$ cat src/rtl/ultrasonic_pkg.sv
// Shared types and constants for the ultrasonic ranger: FSM states, register map,
// DISTANCE word layout and default sensor timing at 50 MHz.
package ultrasonic_pkg;

  typedef enum logic [2:0] {
    IDLE      = 3'd0,
    TRIG      = 3'd1,
    WAIT_RISE = 3'd2,
    MEASURE   = 3'd3,
    HOLDOFF   = 3'd4
  } state_e;

  localparam logic [2:0] ADDR_DISTANCE = 3'd0;
  localparam logic [2:0] ADDR_CONTROL  = 3'd1;
  localparam logic [2:0] ADDR_COUNT    = 3'd2;

  localparam int DIST_BIT_TIMEOUT = 30;
  localparam int DIST_BIT_VALID   = 31;
  localparam int CTRL_BIT_ENABLE  = 0;

  localparam int unsigned DEF_TRIG_CYCLES    = 500;
  localparam int unsigned DEF_TIMEOUT_CYCLES = 2_000_000;
  localparam int unsigned DEF_PERIOD_CYCLES  = 3_000_000;
  localparam int unsigned DEF_DIST_W         = 22;

  function automatic int unsigned max3(input int unsigned a, input int unsigned b,
                                       input int unsigned c);
    int unsigned m;
    m = (a > b) ? a : b;
    return (m > c) ? m : c;
  endfunction

endpackage

$ cat src/rtl/ultrasonic_ranger_sync_edge.sv
// Two-flop synchroniser for an asynchronous input with registered rise/fall pulses
// that are high in the first cycle the synchronised level has changed.
module sync_edge (
  input  logic clk,
  input  logic reset_n,
  input  logic async_i,
  output logic rise_o,
  output logic fall_o
);

  logic s1_q, s2_q, rise_q, fall_q;

  always_ff @(posedge clk or negedge reset_n) begin
    if (!reset_n) begin
      s1_q   <= 1'b0;
      s2_q   <= 1'b0;
      rise_q <= 1'b0;
      fall_q <= 1'b0;
    end else begin
      s1_q   <= async_i;
      s2_q   <= s1_q;
      rise_q <= s1_q & ~s2_q;
      fall_q <= ~s1_q & s2_q;
    end
  end

  assign rise_o = rise_q;
  assign fall_o = fall_q;

endmodule

$ cat src/rtl/ultrasonic_ranger.sv
// HC-SR04 style ranger: periodic trigger pulse, echo width measurement in clk cycles,
// results published through a small Avalon-MM register block.
module ultrasonic_ranger
  import ultrasonic_pkg::*;
#(
  parameter int unsigned TRIG_CYCLES    = DEF_TRIG_CYCLES,
  parameter int unsigned TIMEOUT_CYCLES = DEF_TIMEOUT_CYCLES,
  parameter int unsigned PERIOD_CYCLES  = DEF_PERIOD_CYCLES,
  parameter int unsigned DIST_W         = DEF_DIST_W
) (
  input  logic        clk,
  input  logic        reset_n,
  input  logic        s_cs,
  input  logic        s_read,
  input  logic        s_write,
  input  logic [2:0]  s_address,
  input  logic [31:0] s_writedata,
  output logic [31:0] s_readdata,
  output logic        trig,
  input  logic        echo,
  output logic        meas_done,
  output logic [2:0]  dbg_state_o
);

  localparam int unsigned CNT_W = $clog2(max3(TRIG_CYCLES, TIMEOUT_CYCLES, PERIOD_CYCLES) + 1);
  localparam logic [CNT_W-1:0] TRIG_LAST   = CNT_W'(TRIG_CYCLES - 1);
  localparam logic [CNT_W-1:0] WAIT_LAST   = CNT_W'(TIMEOUT_CYCLES - 1);
  localparam logic [CNT_W-1:0] MEAS_MAX    = CNT_W'(TIMEOUT_CYCLES);
  localparam logic [CNT_W-1:0] PERIOD_LAST = CNT_W'(PERIOD_CYCLES - 1);
  localparam logic [31:0]      DIST_MAX    = 32'((64'd1 << DIST_W) - 64'd1);

  // Bus: s_read/s_write count only when s_cs is high; no waitrequest, and s_readdata
  // is loaded on the edge that samples s_cs&s_read (latency 1) and held otherwise.

  state_e             state_q, state_d;
  logic [CNT_W-1:0]   tmr_q, tmr_d, per_q, per_d;
  logic [DIST_W-1:0]  dist_q, dist_d;
  logic               timeout_q, timeout_d, valid_q, valid_d;
  logic [31:0]        count_q, count_d, rdata_q, rdata_d, rd_word;
  logic               enable_q, enable_d, done_q;
  logic               rec, rec_to;
  logic [CNT_W-1:0]   rec_val;
  logic               echo_rise, echo_fall;
  logic               unused_wdata;

  assign unused_wdata = ^s_writedata[31:1];

  function automatic logic [CNT_W-1:0] sat_inc(input logic [CNT_W-1:0] v);
    return (&v) ? v : v + CNT_W'(1);
  endfunction

  sync_edge u_sync (
    .clk     (clk),
    .reset_n (reset_n),
    .async_i (echo),
    .rise_o  (echo_rise),
    .fall_o  (echo_fall)
  );

  always_ff @(posedge clk or negedge reset_n) begin
    if (!reset_n) begin
      state_q   <= IDLE;
      tmr_q     <= '0;
      per_q     <= '0;
      dist_q    <= '0;
      timeout_q <= 1'b0;
      valid_q   <= 1'b0;
      count_q   <= '0;
      enable_q  <= 1'b1;
      rdata_q   <= '0;
      done_q    <= 1'b0;
    end else begin
      state_q   <= state_d;
      tmr_q     <= tmr_d;
      per_q     <= per_d;
      dist_q    <= dist_d;
      timeout_q <= timeout_d;
      valid_q   <= valid_d;
      count_q   <= count_d;
      enable_q  <= enable_d;
      rdata_q   <= rdata_d;
      done_q    <= rec;
    end
  end

  always_comb begin
    enable_d = enable_q;
    if (s_cs && s_write && (s_address == ADDR_CONTROL)) enable_d = s_writedata[CTRL_BIT_ENABLE];

    state_d = state_q;
    tmr_d   = tmr_q;
    per_d   = sat_inc(per_q);
    rec     = 1'b0;
    rec_to  = 1'b0;
    rec_val = '0;
    case (state_q)
      // The launching IDLE cycle counts toward the period so trigger starts are exactly PERIOD apart.
      IDLE: begin
        per_d   = CNT_W'(1);
        tmr_d   = '0;
        state_d = TRIG;
      end
      TRIG: begin
        if (tmr_q == TRIG_LAST) begin
          state_d = WAIT_RISE;
          tmr_d   = '0;
        end else begin
          tmr_d = sat_inc(tmr_q);
        end
      end
      // The rise cycle is itself an echo-high cycle, so the width count starts at one.
      WAIT_RISE: begin
        if (echo_rise) begin
          state_d = MEASURE;
          tmr_d   = CNT_W'(1);
        end else if (tmr_q >= WAIT_LAST) begin
          rec     = 1'b1;
          rec_to  = 1'b1;
          state_d = HOLDOFF;
        end else begin
          tmr_d = sat_inc(tmr_q);
        end
      end
      MEASURE: begin
        if (echo_fall) begin
          rec     = 1'b1;
          rec_val = tmr_q;
          state_d = HOLDOFF;
        end else if (tmr_q >= MEAS_MAX) begin
          rec     = 1'b1;
          rec_to  = 1'b1;
          state_d = HOLDOFF;
        end else begin
          tmr_d = sat_inc(tmr_q);
        end
      end
      HOLDOFF: begin
        if (per_q >= PERIOD_LAST) state_d = IDLE;
      end
      default: state_d = IDLE;
    endcase
    // Disable acts on the write edge itself; a record completing on that edge still lands.
    if (!enable_d) state_d = IDLE;
  end

  always_comb begin
    dist_d    = dist_q;
    timeout_d = timeout_q;
    valid_d   = valid_q;
    count_d   = count_q;
    if (rec) begin
      valid_d   = 1'b1;
      timeout_d = rec_to;
      count_d   = count_q + 32'd1;
      if (rec_to || (32'(rec_val) > DIST_MAX)) dist_d = '1;
      else                                      dist_d = DIST_W'(rec_val);
    end
  end

  always_comb begin
    rd_word = '0;
    case (s_address)
      ADDR_DISTANCE: begin
        rd_word[DIST_W-1:0]       = dist_q;
        rd_word[DIST_BIT_TIMEOUT] = timeout_q;
        rd_word[DIST_BIT_VALID]   = valid_q;
      end
      ADDR_CONTROL: rd_word[CTRL_BIT_ENABLE] = enable_q;
      ADDR_COUNT:   rd_word = count_q;
      default:      rd_word = '0;
    endcase
    rdata_d = (s_cs && s_read) ? rd_word : rdata_q;
  end

  assign s_readdata  = rdata_q;
  assign trig        = (state_q == TRIG);
  assign meas_done   = done_q;
  assign dbg_state_o = state_q;

endmodule

$ cat config.mk
export PLATFORM = sky130hd
export DESIGN_NAME = ultrasonic_ranger
export DESIGN_NICKNAME = d
export VERILOG_FILES = /design/src/rtl/ultrasonic_pkg.sv /design/src/rtl/ultrasonic_ranger_sync_edge.sv /design/src/rtl/ultrasonic_ranger.sv
export SDC_FILE = /design/constraint.sdc
export NUM_CORES = 1
export LEC_CHECK = 0
export BUFFER_PORTS_ARGS = -buffer_cell sky130_fd_sc_hd__buf_2
export CAP_MARGIN = 20
export CORE_MARGIN = 2
export CORE_UTILIZATION = 45
export DETAILED_ROUTE_END_ITERATION = 8
export SYNTH_ARGS = -nofsm -noshare
export SYNTH_HDL_FRONTEND = slang
export SYNTH_HIERARCHICAL = 1
export SYNTH_SLANG_ARGS = --single-unit
$ cat constraint.sdc
create_clock -name clk -period 2.9 [get_ports clk]
set_clock_uncertainty 0.2 [all_clocks]
set_input_delay 0.58 -clock clk [delete_from_list [all_inputs] [get_ports clk]]
set_output_delay 0.58 -clock clk [all_outputs]
set_load 0.03 [all_outputs]
==> impl_metrics.tcl <==
set metrics [dict create \
    clock_latency_ns 0.42 \
    syn_to_final_growth_pct 17.2 \
    cellPowerDensity_nw_per_um2 690 \
    dp_cells 898 \
    cts_sinks 141 \
    boundaryPins 78 \
    grt_max_degree 65 \
    filler_cell_count 1319 \
    ctsResizeCount 0 \
    coreArea_um2 14600 \
    grt_pass1_vias 5290 \
    hold_path_class "input pin to flip-flop" \
    async_flop_share_pct 100 \
    drc_errors 0 \
    clk_pin_slew_ns 0.06 \
    dp.final_hpwl_um 11000 \
    syn_nets 717 \
    final_max_slew_viol_count 0 \
    crit_chain "or4_1, or4b_4, o21ai_2, a21oi_2, buf_4, nor4_1, xor2_1" \
    hold_slack_ns 0.0638 \
    yosysSeqAreaShare_pct 52.5 \
    die_h_um 126 \
    synthCells 672 \
    place_congestion 0.912 \
    initial_core_util_pct 46.1 \
    clock-root-buffer "clkbuf_16" \
    period_needed_ns 2.74 \
    nets 779 \
    r2r_end "count_q[13]$_DFFE_PN0P_" \
    via_per_inst 5.82 \
    cts_made_buffers 17 \
    irDropWorstVdd_v 0.000411 \
    status "finished, final reports clean" \
    path_class "flip-flop to flip-flop" \
    setup_viol 0 \
    seq_area_um2 3530 \
    worstMarginPinSlew_ns 0.936 \
    post-route-period-util_pct 94.6 \
    postCtsHoldBufs 1 \
    grt_usage_pct 21.2 \
    avgSynthCellArea_um2 10.0 \
    die_area_um2 15900 \
    drtIter0Drc 542 \
    min_to "u_sync/s1_q$_DFF_PN0_" \
    routed_wl_um 15800 \
    h-tree-depth 4 \
    via_count 5415 \
    final_hold_viol_count 0 \
    cts.path.max_buffers 2 \
    cts_tree "yes" \
    synth_area_um2 6730 \
    drive_gt1_share_pct 16.8 \
    critPathMaxFanout 10 \
    start_kind "flip-flop" \
    leakagePower_nw 3.54 \
    min_path_cells 1 \
    rsz0062_at_grt "false" \
    synth_edf_count 0 \
    min-delay-start "echo" \
    crit_path_max_incr_delay_ns 0.59 \
    ys_types 63 \
    timing.rr.start "tmr_q[14]$_DFFE_PN0P_" \
    drv_cap 0 \
    post-route-util_pct 54.1 \
    fin_cells 930 \
    grt_antenna_before_repair 0 \
    yosys_warnings 6 \
    worst_ep_required_time_ns 3.04 \
    fp.dieW_um 126 \
    post_cts_buffers 0 \
    r2r_cells 7 \
    portBuffers 46 \
    fmax_ghz 0.364 \
    endpoint_kind "flip-flop" \
    wl_per_cell_um 17.0 \
    placementRows 44 \
    r2r_setup_slack_ns 0.16 \
    first_pass_iters 5 \
    ant_nets 0 \
    n_antenna_cell 0 \
    grt_pass1_wl_um 27000 \
    synth_seq_cells 141 \
    critPathSlowestCell "or4_1" \
    cp_data_arrival_time_ns 2.89 \
    grt-ovfl-total 0 \
    synth_flop_cell "dfrtp_1" \
    slew_headroom_pct 37.4 \
    finalSetupTns_ns 0 \
    multi_input_area_um2 3020 \
]
## per-stage QoR
| stage | power (W) | worst slack, ns | area (um2) |
|---|---|---|---|
| finish | 0.00544 | 0.156 | 7890 |
| global route | 0.00571 | 0.0235 | 7890 |
| CTS | 0.00549 | 0.159 | 7890 |
| detailed placement | 0.00338 | 0.181 | 7310 |
| global placement | 0.00336 | 0.221 | 7310 |
| floorplan | 0.00299 | 0.232 | 6730 |
## cell families (layout without fill, tap and decap cells)
logic type | Yosys count | in the layout | share of synthesized area (%)
AO/OA/AOI/OAI | 154 | 154 | 15.2
buffers and inverters | 45 | 119 | 2.98
AND/OR/NAND/NOR | 270 | 270 | 20.9
flip-flops | 141 | 141 | 52.5
adder cells (fa/ha/maj) | 4 | 4 | 0.744
multiplexers | 8 | 8 | 1.19
XOR/XNOR | 50 | 50 | 6.51
## how the worst max path moves through the flow
stage | startpoint | to | cells after the start
after floorplan | dbg_state_o[2]$_DFFE_PN0P_ | count_q[15]$_DFFE_PN0P_ | 8
final | tmr_q[14]$_DFFE_PN0P_ | count_q[13]$_DFFE_PN0P_ | 7
after global placement | tmr_q[14]$_DFFE_PN0P_ | tmr_q[8]$_DFFE_PN0P_ | 7
after global routing | tmr_q[14]$_DFFE_PN0P_ | count_q[13]$_DFFE_PN0P_ | 7
after detailed placement | dbg_state_o[2]$_DFFE_PN0P_ | count_q[13]$_DFFE_PN0P_ | 7
after CTS | dbg_state_o[2]$_DFFE_PN0P_ | count_q[13]$_DFFE_PN0P_ | 7
## per-layer routing
metal  routed length [um]  vias up  global-route usage [%]
met3                  703       22                    4.50
met4                  285        0                    8.02
met1                 7420     2678                    29.2
met2                 7420      147                    33.1
met5                    0        -                       0
li1                     -     2568                       -
## placed cells by master, fill, tap and decap left out, types with 29 or more instances in the layout
cell / n
buf_2: 45
buf_4: 29
dfrtp_1: 140
nand2_1: 69
nand3_1: 33
nand4_1: 34
nor2_1: 39
o21ai_0: 48
xnor2_1: 30
## registers in the layout, indices dropped and copies added, names as in the netlist, 3 cells and up
signal,flops
count_q,32
s_readdata,32
dist_q,22
per_q,22
tmr_q,22
dbg_state_o,3
## power by group
| group | leakage, nW | switching [W] | internal (W) | total (W) |
|---|---|---|---|---|
| logic | 1.32 | 0.000643 | 0.000420 | 0.00106 |
| registers | 1.94 | 0.000136 | 0.00215 | 0.00228 |
| clock network | 0.278 | 0.000820 | 0.00127 | 0.00209 |
## Yosys cell counts, types with 2 or more instances
master,count,area (um2)
a21oi_1,26,130
a22oi_1,26,195
a31oi_1,4,25.0
a32oi_1,3,26.3
a41oi_1,3,26.3
and2_1,8,50.1
and3_1,20,125
and4_1,4,35.0
and4b_1,2,20.0
buf_1,2,7.51
buf_2,4,20.0
buf_6,3,33.8
clkbuf_1,25,93.8
dfrtp_1,140,3500
ha_1,4,50.1
inv_1,9,33.8
mux2i_1,8,80.1
nand2_1,70,263
nand2b_1,7,43.8
nand3_1,33,165
nand4_1,34,213
nor2_1,39,146
nor2b_1,3,18.8
nor3_1,26,130
nor3_2,2,20.0
nor3b_1,2,15.0
nor4_1,5,31.3
nor4bb_1,2,20.0
o211ai_1,2,15.0
o21a_1,4,30.0
o21ai_0,48,240
o21ai_2,2,17.5
o22a_1,23,201
o31ai_1,2,15.0
xnor2_1,30,263
xor2_1,20,175
## critical path: cells and delay by family, from the launching register on
kind | cells | cell delay, ns
xor gates and xnor gates | 1 | 0.19
AOI/OAI and AO/OA | 2 | 0.26
DFF | 1 | 0.37
and+or+nand+nor | 3 | 1.45
buffers and inverters | 1 | 0.20
## layout make-up
type | count | area share [%]
inverter | 10 | 0.476
clock buffer | 19 | 5.62
timing repair buffer | 78 | 6.39
multi-input combinational | 486 | 38.3
clock inverter | 12 | 1.55
sequential | 141 | 44.8
tap | 184 | 2.92
(Power assumes the default switching activity.)
